==> src/rtl/branch_pkg.sv <==
// Shared definitions for the branch resolver: control-kind encodings,
// FSM state encoding and a helper that classifies taken commands.
package branch_pkg;

    // Control kinds as decoded upstream and as issued to the PC controller
    localparam logic [2:0] KIND_SEQ = 3'b011;
    localparam logic [2:0] KIND_JMP = 3'b100;
    localparam logic [2:0] KIND_JR  = 3'b101;
    localparam logic [2:0] KIND_BEQ = 3'b110;
    localparam logic [2:0] KIND_BNE = 3'b111;

    // FSM state encoding
    typedef logic [1:0] state_t;
    localparam state_t ST_IDLE  = 2'd0;
    localparam state_t ST_EVAL  = 2'd1;
    localparam state_t ST_ISSUE = 2'd2;
    localparam state_t ST_FLUSH = 2'd3;

    // A command redirects fetch when it is an unconditional jump or a
    // conditional branch whose condition resolved true.
    function automatic logic is_taken(input logic [2:0] op, input logic cond);
        logic uncond;
        logic branch;
        uncond = (op == KIND_JMP) || (op == KIND_JR);
        branch = (op == KIND_BEQ) || (op == KIND_BNE);
        return uncond || (branch && cond);
    endfunction

endpackage

==> src/rtl/branch_resolver_if.sv <==
// Bundle of the instruction-in handshake, the command-out handshake to the
// PC controller, and the flush/statistics outputs of the branch resolver.
// The master modport is the resolver itself; slave is its environment.
interface branch_resolver_if #(
    parameter int CNT_W = 16
);
    logic             in_valid;
    logic             in_ready;
    logic [2:0]       in_kind;
    logic [31:0]      in_rs;
    logic [31:0]      in_rt;
    logic [31:0]      in_imm;

    logic [2:0]       opcode;
    logic             condition_bit;
    logic [31:0]      addr;
    logic [31:0]      jreg;
    logic             cmd_valid;
    logic             cmd_ready;

    logic             flush;
    logic [CNT_W-1:0] taken_count;

    modport master (
        input  in_valid, in_kind, in_rs, in_rt, in_imm, cmd_ready,
        output in_ready, opcode, condition_bit, addr, jreg, cmd_valid,
        output flush, taken_count
    );

    modport slave (
        output in_valid, in_kind, in_rs, in_rt, in_imm, cmd_ready,
        input  in_ready, opcode, condition_bit, addr, jreg, cmd_valid,
        input  flush, taken_count
    );

endinterface

==> src/rtl/branch_compare.sv <==
// Full-width operand comparator producing the branch condition for beq/bne.
// Purely combinational; non-branch kinds yield a zero condition.
module branch_compare
    import branch_pkg::*;
(
    input  logic [31:0] a,
    input  logic [31:0] b,
    input  logic [2:0]  kind,
    output logic        cond
);

    logic eq;

    assign eq = (a == b);

    // Select equal / not-equal sense from the branch kind
    always_comb begin
        cond = 1'b0;
        if (kind == KIND_BEQ) begin
            cond = eq;
        end else if (kind == KIND_BNE) begin
            cond = ~eq;
        end
    end

endmodule

==> src/rtl/branch_resolver.sv <==
// Branch resolver: accepts one decoded control instruction at a time,
// evaluates it, issues a command to the PC controller with a valid/ready
// handshake, and holds a fetch flush for FLUSH_CYCLES after taken commands.
// Counts taken commands with a saturating counter.
module branch_resolver
    import branch_pkg::*;
#(
    parameter int FLUSH_CYCLES = 2,
    parameter int CNT_W        = 16
)(
    input  logic               clk,
    input  logic               rst_n,
    branch_resolver_if.master  bus
);

    localparam logic [3:0] FLUSH_LOAD = 4'(FLUSH_CYCLES);

    // Saturating increment: the counter sticks at all-ones instead of wrapping
    function automatic logic [CNT_W-1:0] sat_inc(input logic [CNT_W-1:0] v);
        return (&v) ? v : v + 1'b1;
    endfunction

    state_t           state_q;
    state_t           state_nxt;
    logic [3:0]       flush_cnt_q;
    logic [CNT_W-1:0] taken_cnt_q;

    // Captured instruction (data only, no reset needed)
    logic [2:0]       kind_p0;
    logic [31:0]      rs_p0;
    logic [31:0]      rt_p0;
    logic [31:0]      imm_p0;

    // Registered command fields presented in ISSUE
    logic [2:0]       opcode_p1;
    logic             cond_p1;
    logic [31:0]      addr_p1;
    logic [31:0]      jreg_p1;

    // Combinational decode of the captured instruction
    logic [2:0]       nxt_opcode;
    logic             nxt_cond;
    logic [31:0]      nxt_addr;
    logic [31:0]      nxt_jreg;
    logic             cmp_cond;

    logic             accept;
    logic             issue_hs;
    logic             issue_taken;

    assign accept      = bus.in_valid && (state_q == ST_IDLE);
    assign issue_hs    = (state_q == ST_ISSUE) && bus.cmd_ready;
    assign issue_taken = issue_hs && is_taken(opcode_p1, cond_p1);

    branch_compare u_compare (
        .a    (rs_p0),
        .b    (rt_p0),
        .kind (kind_p0),
        .cond (cmp_cond)
    );

    // ---- stage p0: capture the accepted instruction ----
    // Latch operands only on a handshake so they stay put through EVAL
    always_ff @(posedge clk) begin
        if (accept) begin
            kind_p0 <= bus.in_kind;
            rs_p0   <= bus.in_rs;
            rt_p0   <= bus.in_rt;
            imm_p0  <= bus.in_imm;
        end
    end

    // Map the captured kind onto command fields; illegal kinds become sequential
    always_comb begin
        nxt_opcode = KIND_SEQ;
        nxt_cond   = 1'b0;
        nxt_addr   = '0;
        nxt_jreg   = '0;
        case (kind_p0)
            KIND_JMP: begin
                nxt_opcode = KIND_JMP;
                nxt_cond   = 1'b1;
                nxt_addr   = {16'b0, imm_p0[15:0]};
            end
            KIND_JR: begin
                nxt_opcode = KIND_JR;
                nxt_cond   = 1'b1;
                nxt_jreg   = rs_p0;
            end
            KIND_BEQ, KIND_BNE: begin
                nxt_opcode = kind_p0;
                nxt_cond   = cmp_cond;
                nxt_addr   = imm_p0;
            end
            default: begin
                nxt_opcode = KIND_SEQ;
            end
        endcase
    end

    // ---- stage p1: command registers, loaded in EVAL and held through ISSUE ----
    // Reset clears the visible command fields at once, even mid-transaction
    always_ff @(posedge clk or negedge rst_n) begin
        if (!rst_n) begin
            opcode_p1 <= 3'b000;
            cond_p1   <= 1'b0;
            addr_p1   <= '0;
            jreg_p1   <= '0;
        end else if (state_q == ST_EVAL) begin
            opcode_p1 <= nxt_opcode;
            cond_p1   <= nxt_cond;
            addr_p1   <= nxt_addr;
            jreg_p1   <= nxt_jreg;
        end
    end

    // Next-state logic for IDLE -> EVAL -> ISSUE -> (FLUSH) -> IDLE
    always_comb begin
        state_nxt = state_q;
        case (state_q)
            ST_IDLE: begin
                if (bus.in_valid) state_nxt = ST_EVAL;
            end
            ST_EVAL: begin
                state_nxt = ST_ISSUE;
            end
            ST_ISSUE: begin
                if (bus.cmd_ready) state_nxt = issue_taken ? ST_FLUSH : ST_IDLE;
            end
            ST_FLUSH: begin
                if (flush_cnt_q <= 4'd1) state_nxt = ST_IDLE;
            end
            default: begin
                state_nxt = ST_IDLE;
            end
        endcase
    end

    // State register
    always_ff @(posedge clk or negedge rst_n) begin
        if (!rst_n) begin
            state_q <= ST_IDLE;
        end else begin
            state_q <= state_nxt;
        end
    end

    // Flush down-counter: loaded on a taken handshake, counts the FLUSH cycles
    always_ff @(posedge clk or negedge rst_n) begin
        if (!rst_n) begin
            flush_cnt_q <= 4'd0;
        end else if (issue_taken) begin
            flush_cnt_q <= FLUSH_LOAD;
        end else if ((state_q == ST_FLUSH) && (flush_cnt_q != 4'd0)) begin
            flush_cnt_q <= flush_cnt_q - 4'd1;
        end
    end

    // Taken-command statistics, bumped in the handshake cycle
    always_ff @(posedge clk or negedge rst_n) begin
        if (!rst_n) begin
            taken_cnt_q <= '0;
        end else if (issue_taken) begin
            taken_cnt_q <= sat_inc(taken_cnt_q);
        end
    end

    assign bus.in_ready      = (state_q == ST_IDLE);
    assign bus.cmd_valid     = (state_q == ST_ISSUE);
    assign bus.flush         = (state_q == ST_FLUSH);
    assign bus.opcode        = opcode_p1;
    assign bus.condition_bit = cond_p1;
    assign bus.addr          = addr_p1;
    assign bus.jreg          = jreg_p1;
    assign bus.taken_count   = taken_cnt_q;

endmodule

==> src/flat_wrapper.sv <==
// flat-port wrapper written by rule: the top's interface ports become plain ports
module branch_resolver_flat import branch_pkg::*;
#(
    parameter int FLUSH_CYCLES = 2,
    parameter int CNT_W        = 16
)
  (clk, rst_n, bus_in_valid, bus_in_kind, bus_in_rs, bus_in_rt, bus_in_imm, bus_cmd_ready, bus_in_ready, bus_opcode, bus_condition_bit, bus_addr, bus_jreg, bus_cmd_valid, bus_flush, bus_taken_count);
  branch_resolver_if #(.CNT_W(CNT_W)) bus_i ();
  input  logic clk;
  input  logic rst_n;
  input wire logic [$bits(bus_i.in_valid)-1:0] bus_in_valid;
  input wire logic [$bits(bus_i.in_kind)-1:0] bus_in_kind;
  input wire logic [$bits(bus_i.in_rs)-1:0] bus_in_rs;
  input wire logic [$bits(bus_i.in_rt)-1:0] bus_in_rt;
  input wire logic [$bits(bus_i.in_imm)-1:0] bus_in_imm;
  input wire logic [$bits(bus_i.cmd_ready)-1:0] bus_cmd_ready;
  output wire logic [$bits(bus_i.in_ready)-1:0] bus_in_ready;
  output wire logic [$bits(bus_i.opcode)-1:0] bus_opcode;
  output wire logic [$bits(bus_i.condition_bit)-1:0] bus_condition_bit;
  output wire logic [$bits(bus_i.addr)-1:0] bus_addr;
  output wire logic [$bits(bus_i.jreg)-1:0] bus_jreg;
  output wire logic [$bits(bus_i.cmd_valid)-1:0] bus_cmd_valid;
  output wire logic [$bits(bus_i.flush)-1:0] bus_flush;
  output wire logic [$bits(bus_i.taken_count)-1:0] bus_taken_count;
  assign bus_i.in_valid = bus_in_valid;
  assign bus_i.in_kind = bus_in_kind;
  assign bus_i.in_rs = bus_in_rs;
  assign bus_i.in_rt = bus_in_rt;
  assign bus_i.in_imm = bus_in_imm;
  assign bus_i.cmd_ready = bus_cmd_ready;
  assign bus_in_ready = bus_i.in_ready;
  assign bus_opcode = bus_i.opcode;
  assign bus_condition_bit = bus_i.condition_bit;
  assign bus_addr = bus_i.addr;
  assign bus_jreg = bus_i.jreg;
  assign bus_cmd_valid = bus_i.cmd_valid;
  assign bus_flush = bus_i.flush;
  assign bus_taken_count = bus_i.taken_count;
  branch_resolver #(.FLUSH_CYCLES(FLUSH_CYCLES), .CNT_W(CNT_W)) u_core (.clk(clk), .rst_n(rst_n), .bus(bus_i));
endmodule
==> config.mk <==
export PLATFORM = sky130hd
export DESIGN_NAME = branch_resolver_flat
export DESIGN_NICKNAME = d
export VERILOG_FILES = /design/src/rtl/branch_pkg.sv /design/src/rtl/branch_resolver_if.sv /design/src/rtl/branch_compare.sv /design/src/rtl/branch_resolver.sv /design/src/flat_wrapper.sv
export SDC_FILE = /design/constraint.sdc
export NUM_CORES = 1
export LEC_CHECK = 0
export BUFFER_PORTS_ARGS = -buffer_cell sky130_fd_sc_hd__buf_4
export CAP_MARGIN = 20
export CELL_PAD_IN_SITES_DETAIL_PLACEMENT = 2
export CELL_PAD_IN_SITES_GLOBAL_PLACEMENT = 2
export CORE_MARGIN = 1
export CORE_UTILIZATION = 37
export CTS_BUF_LIST = sky130_fd_sc_hd__clkbuf_8
export CTS_CLUSTER_SIZE = 14
export DETAILED_ROUTE_END_ITERATION = 8
export PLACE_DENSITY_LB_ADDON = 0.1
export SLEW_MARGIN = 20
export SYNTH_ARGS = -nofsm -noshare
export SYNTH_HDL_FRONTEND = slang
export SYNTH_HIERARCHICAL = 1
export SYNTH_SLANG_ARGS = --single-unit
==> constraint.sdc <==
create_clock -name clk -period 3.9 [get_ports clk]
set_clock_uncertainty 0.1 [all_clocks]
set_input_delay 0.78 -clock clk [delete_from_list [all_inputs] [get_ports clk]]
set_output_delay 0.78 -clock clk [all_outputs]
set_load 0.005 [all_outputs]
# Yosys cells after proc, flatten, opt, wreduce, memory -nomap -nowiden
# Cells that the tools add are included.
# totals
register_bits	189
wordCells	60
output_inout_bits	87
# classes
addsub	2
n_mux	13
eq_ne	15
n_reduce_logical	16
bitwise_logic	2
magnitude_cmp	1
# op_table
op	count
$pmux W32 S2	1
$eq A32 B32 Y1	1
$mux W32	1
$eq A3 B3 Y1 const B	8
$add A16 B1 Y16 const B	1
$reduce_and A16 Y1	1
$pmux W3 S3	1
$mux W2	4
$mux W4	2
$pmux W2 S4	1
$logic_and A1 B1 Y1	5
$eq A2 B2 Y1 const B	2
$le A4 B1 Y1 const B	1
$ne A2 B2 Y1 const B	2
$reduce_bool A4 Y1	1
$reduce_or A2 Y1	2
$sub A4 B1 Y4 const B	1
$logic_or A1 B1 Y1	3
$reduce_and A3 Y1	1
$eq A2 B1 Y1 const B	1
$logic_not A2 Y1	1
$mux W1	2
$ne A2 B1 Y1 const B	1
$not A1 Y1	2
other kinds (3)	3

# Logic depth before layout (Yosys ltp)
# depth
depth_word	8
depth_mapped	7
ltp_nobuf	7

# Hierarchy
# Netlist, hierarchy kept.
# by_module_without_submodules
mod	instances	cells_per_inst	seq_area_each_um2	area_each_um2
branch_resolver	1	372	5225.0	6567.5
branch_compare	1	46	0.0	366.6

# Least setup slack after synthesis
# OpenSTA, ideal clock, no wires.
# synth_path
path_kind	input port to flip-flop
start	input bus_in_valid
end	register u_core.imm_p0[0], enable pin
arrival_ns	3.084
setup_time_ns	0.470
path_slack_ns	0.246
stages	1
path_cell_list	and2_1
# synth_via
elab_chain_len	1
# synth_lines
element	line	text
start: declaration	flat_wrapper.sv:11	input wire logic [$bits(bus_i.in_valid)-1:0] bus_in_valid;
$logic_and A1 B1 Y1	branch_resolver.sv:51	assign accept = bus.in_valid && (state_q == ST_IDLE);
end signal: assignment	branch_resolver.sv:69	imm_p0 <= bus.in_imm;
end: declaration	branch_resolver.sv:32	logic [31:0] imm_p0;
# Every way passes these cells.
# A chain may end at the register's enable or synchronous reset.

# Worst setup path after layout
# layout_path
start	register u_core.rs_p0[24]
end	register u_core.cond_p1, in the netlist u_core/bus.condition_bit
# layout_via
elab_chain_len	5
# layout_lines
element	line	text
start: declaration	branch_resolver.sv:30	logic [31:0] rs_p0;
start signal: assignment	branch_resolver.sv:67	rs_p0 <= bus.in_rs;
$eq A32 B32 Y1 *	branch_compare.sv:14	assign eq = (a == b);
$not A1 Y1	branch_compare.sv:22	cond = ~eq;
$mux W1	branch_compare.sv:21	end else if (kind == KIND_BNE) begin
$mux W1 *	branch_compare.sv:19	if (kind == KIND_BEQ) begin
via u_core.cmp_cond	branch_resolver.sv:45	logic cmp_cond;
$pmux W1 S2 *	branch_resolver.sv:79	case (kind_p0)
end signal: assignment	branch_resolver.sv:111	cond_p1 <= nxt_cond;
end: declaration	branch_resolver.sv:36	logic cond_p1;
# Mark *: on every way through the listed nets, which the timed path passes. The rest lies on a longest branch.

==> impl_metrics.yaml <==
power:
  switching_share: 0.308
  p_leak_uw: 0.00400
  pwr-share-seq: 0.533
  finalPower_uw: 5570
  p_clk_frac: 0.216
  power.switching_uw: 1720
  p_int_uw: 3850
  irDropWorstVdd_mv: 0.285
  pwr-share-comb: 0.250
  power.density_mw_per_mm2: 618
clock_network:
  cts_post_setup_buffers_inserted: 0
  numCtsBuffers: 17
  cts_tree: "yes"
  clk-insertion-delay-late_ps: 460
  cts_hold_buf: 0
  path_clk_slew_ps: 100
  htreeDepth: 4
  clock_tree.buffer_depth: 2
  clock_sinks: 189
  ctsResizeCount: 0
  cts_root_buf: "clkbuf_8"
placement:
  hpwl_mm: 12.0
  portBuffers: 189
  gp_congestion: 0.738
  dpl_cell_area_mm2: 0.00863
synthesis:
  synthFlopType: "edfxtp_1"
  synthMuxAreaShare: 0.00650
  yosys.area_share.simple: 0.0623
  synthAdderAreaFrac: 0.00722
  yosys.area_share.xor_xnor: 0.0568
  yosys-top-cells-area: "edfxtp_1, dfrtp_1, a22o_1, xor2_1, nor4_2"
  yosys.area.top_type_share: 0.429
  synth_top_family_by_area: "compound AO/OA/AOI/OAI gates"
  ys_seq_area_frac: 0.754
  synth_area_mm2: 0.00693
  synthDistinctLibCells: 39
  async_flop_share: 0.476
  yosysWarnings: 6
  synth.net_count: 525
  synth_edf_count: 99
  syn_inst: 418
  synth_top_area_cell: "edfxtp_1"
  syn_area_per_cell_um2: 16.6
  ys_ff_latch: 189
  synth-compound-area-share: 0.0992
global_route:
  antenna_found_initial: 0
  grt_pass1_vias: 4864
  grt_max_degree: 78
  overflow: 0
  grt_first_pass_wirelength_mm: 27.0
  grt_usage: 0.185
flow_run:
  max-cap-violations: 0
die:
  die_y_um: 139
  die_area_mm2: 0.0193
  die_w_um: 139
  rows: 49
  core_mm2: 0.0181
  pin_count: 190
  initial_core_util: 0.382
worst_setup_path:
  cp_slowest_stage_delay_ps: 490
  worst_path_max_delay_cell: "or4_1"
  crit_type: "reg -> reg"
  worstPathMaxFanout: 2
  crit_path_end_kind: "flip-flop"
  arrival_ps: 2480
  crit_required_ps: 4160
  crit_chain: "xor2_1 > nor4_1 > nand4_1 > or4_1 > nand2_1 > o21ai_0 > o21ai_0"
  start_kind: "flip-flop"
  worst_path_most_repeated_cell: "o21ai_0"
route:
  drtAntennaViolNets: 0
  routed_via_density: 4.97
  wl_per_cell_um: 19.7
  routed_wl_mm: 16.9
  remaining_drc_errors: 2
  dr_total_vias: 4268
  drt-initial-drc-count: 153
  drtPass1Iterations: 8
layout:
  fin_nets: 723
  n_antenna_cell: 0
  final_area_mm2: 0.00900
  fin_util: 0.496
  drive_gt1_frac: 0.383
  synthToLayoutAreaGrowth_pct: 29.8
sta:
  fin_crit_sh: 0.569
  max_freq_mhz: 451
  setup_viol: 0
  hold_viol_final: 0
  period_needed_ps: 2220
  tightest_slew_ps: 853
  slew_viol_final: 0
  slew_headroom: 0.431
  grt_setup_unrepaired: "no"
  fin_setup_tns_ps: 0
run_status:
  status: "finished with violations"
  violations: "design-rule violations"
min_path:
  hold_path.class: "in -> async"
[cell usage in the layout, fill, tap and decap left out, types with 3 or more instances in the layout]
cell      synthesis  final
a21o_1            3      3
a22o_1           64     64
and3_1            3      3
buf_4             2    193
clkbuf_8          0     17
clkinv_4          0      3
dfrtp_1          90     90
edfxtp_1         99     99
ha_1              4      4
inv_1             7      8
inv_6             0      5
inv_8             0      4
mux2_2            4      4
nand2_1          16     16
nand3_1           3      3
nand4_1           7      7
nor2_1            4      3
nor3_1            6      6
nor4_1            9      9
nor4_2            5      5
o21ai_0           7      7
or3_1             3      3
xor2_1           43     43
[layer usage]
| layer | GRT usage | vias to the layer above | wire [um] |
|---|---|---|---|
| met5 | 0 | - | 0 |
| met4 | 0.0567 | 0 | 240 |
| met3 | 0.0677 | 14 | 1120 |
| met2 | 0.328 | 122 | 8820 |
| met1 | 0.207 | 2150 | 6740 |
| li1 | - | 1982 | - |
[power by group through the flow]
stage                     logic, uW  clock network, uW  registers, uW
after CTS                      1440               1260           2980
after detailed placement       1440                  0           3010
after floorplan                 638                  0           2970
after global placement         1360                  0           2980
after global routing           1530               1330           3030
final                          1390               1200           2970
[layout make-up]
type                       instances  area, um2
timing repair buffer             195       1480
tap                              229        287
sequential                       189       5230
clock buffer                      17        234
clock inverter                    15        128
multi-input combinational        206       1620
inverter                           7       26.3
fill                            1713       9150
[path summary, 6_finish.rpt]
path | from | to | slack [ps] | cells past startpoint
max | u_core/rs_p0[24] | u_core/bus.condition_bit | 1680 | 7
max reg2reg | u_core/rs_p0[24] | u_core/bus.condition_bit | 1680 | 7
min reg2reg | u_core/imm_p0[17] | u_core/bus.addr[17] | 380 | 1
max in group asynchronous | rst_n | u_core/bus.addr[1] | 2720 | 2
min in group clk | u_core/imm_p0[17] | u_core/bus.addr[17] | 380 | 1
min | rst_n | u_core/bus.taken_count[5] | 230 | 1
[worst max-delay path, delay by kind of cell (launching register included)]
| kind | cells | cell delay, ps |
|---|---|---|
| and+or+nand+nor | 4 | 1230 |
| DFF | 1 | 420 |
| AOI/OAI and AO/OA | 2 | 220 |
| xor gates and xnor gates | 1 | 160 |
[registers in the layout, indices dropped and copies added (netlist names)]
signal	count
u_core/state_q	2
u_core/kind_p0	3
u_core/rs_p0	32
u_core/imm_p0	32
u_core/bus.taken_count	16
u_core/flush_cnt_q	4
u_core/bus.addr	32
u_core/bus.jreg	32
u_core/rt_p0	32
u_core/bus.opcode	3
u_core/bus.condition_bit	1
[kinds of logic after synthesis]
kind of cell | Yosys count
flip-flops | 189
buffers and inverters | 23
adder cells (fa/ha/maj) | 4
AND/OR/NAND/NOR | 70
multiplexers | 4
AO/OA/AOI/OAI | 83
XOR/XNOR | 45
[synthesized netlist by cell type, types with 5 or more instances]
cell / instances
a22o_1: 64
buf_2: 5
clkbuf_1: 9
dfrtp_1: 90
edfxtp_1: 99
inv_1: 7
nand2_1: 16
nand4_1: 7
nor3_1: 6
nor4_1: 9
nor4_2: 5
o21ai_0: 7
xor2_1: 43
[stage by stage]
| stage | hold slack [ps] | worst slack (ps) | std cells |
|---|---|---|---|
| 2_1_floorplan | 343 | 246 | 418 |
| 3_3_place_gp | 346 | 1650 | 826 |
| 3_5_place_dp | 359 | 1610 | 826 |
| 4_1_cts | 346 | 1590 | 858 |
| 5_1_grt | 265 | 1450 | 858 |
| 6_report | 234 | 1680 | 858 |
(Power assumes the default switching activity.)
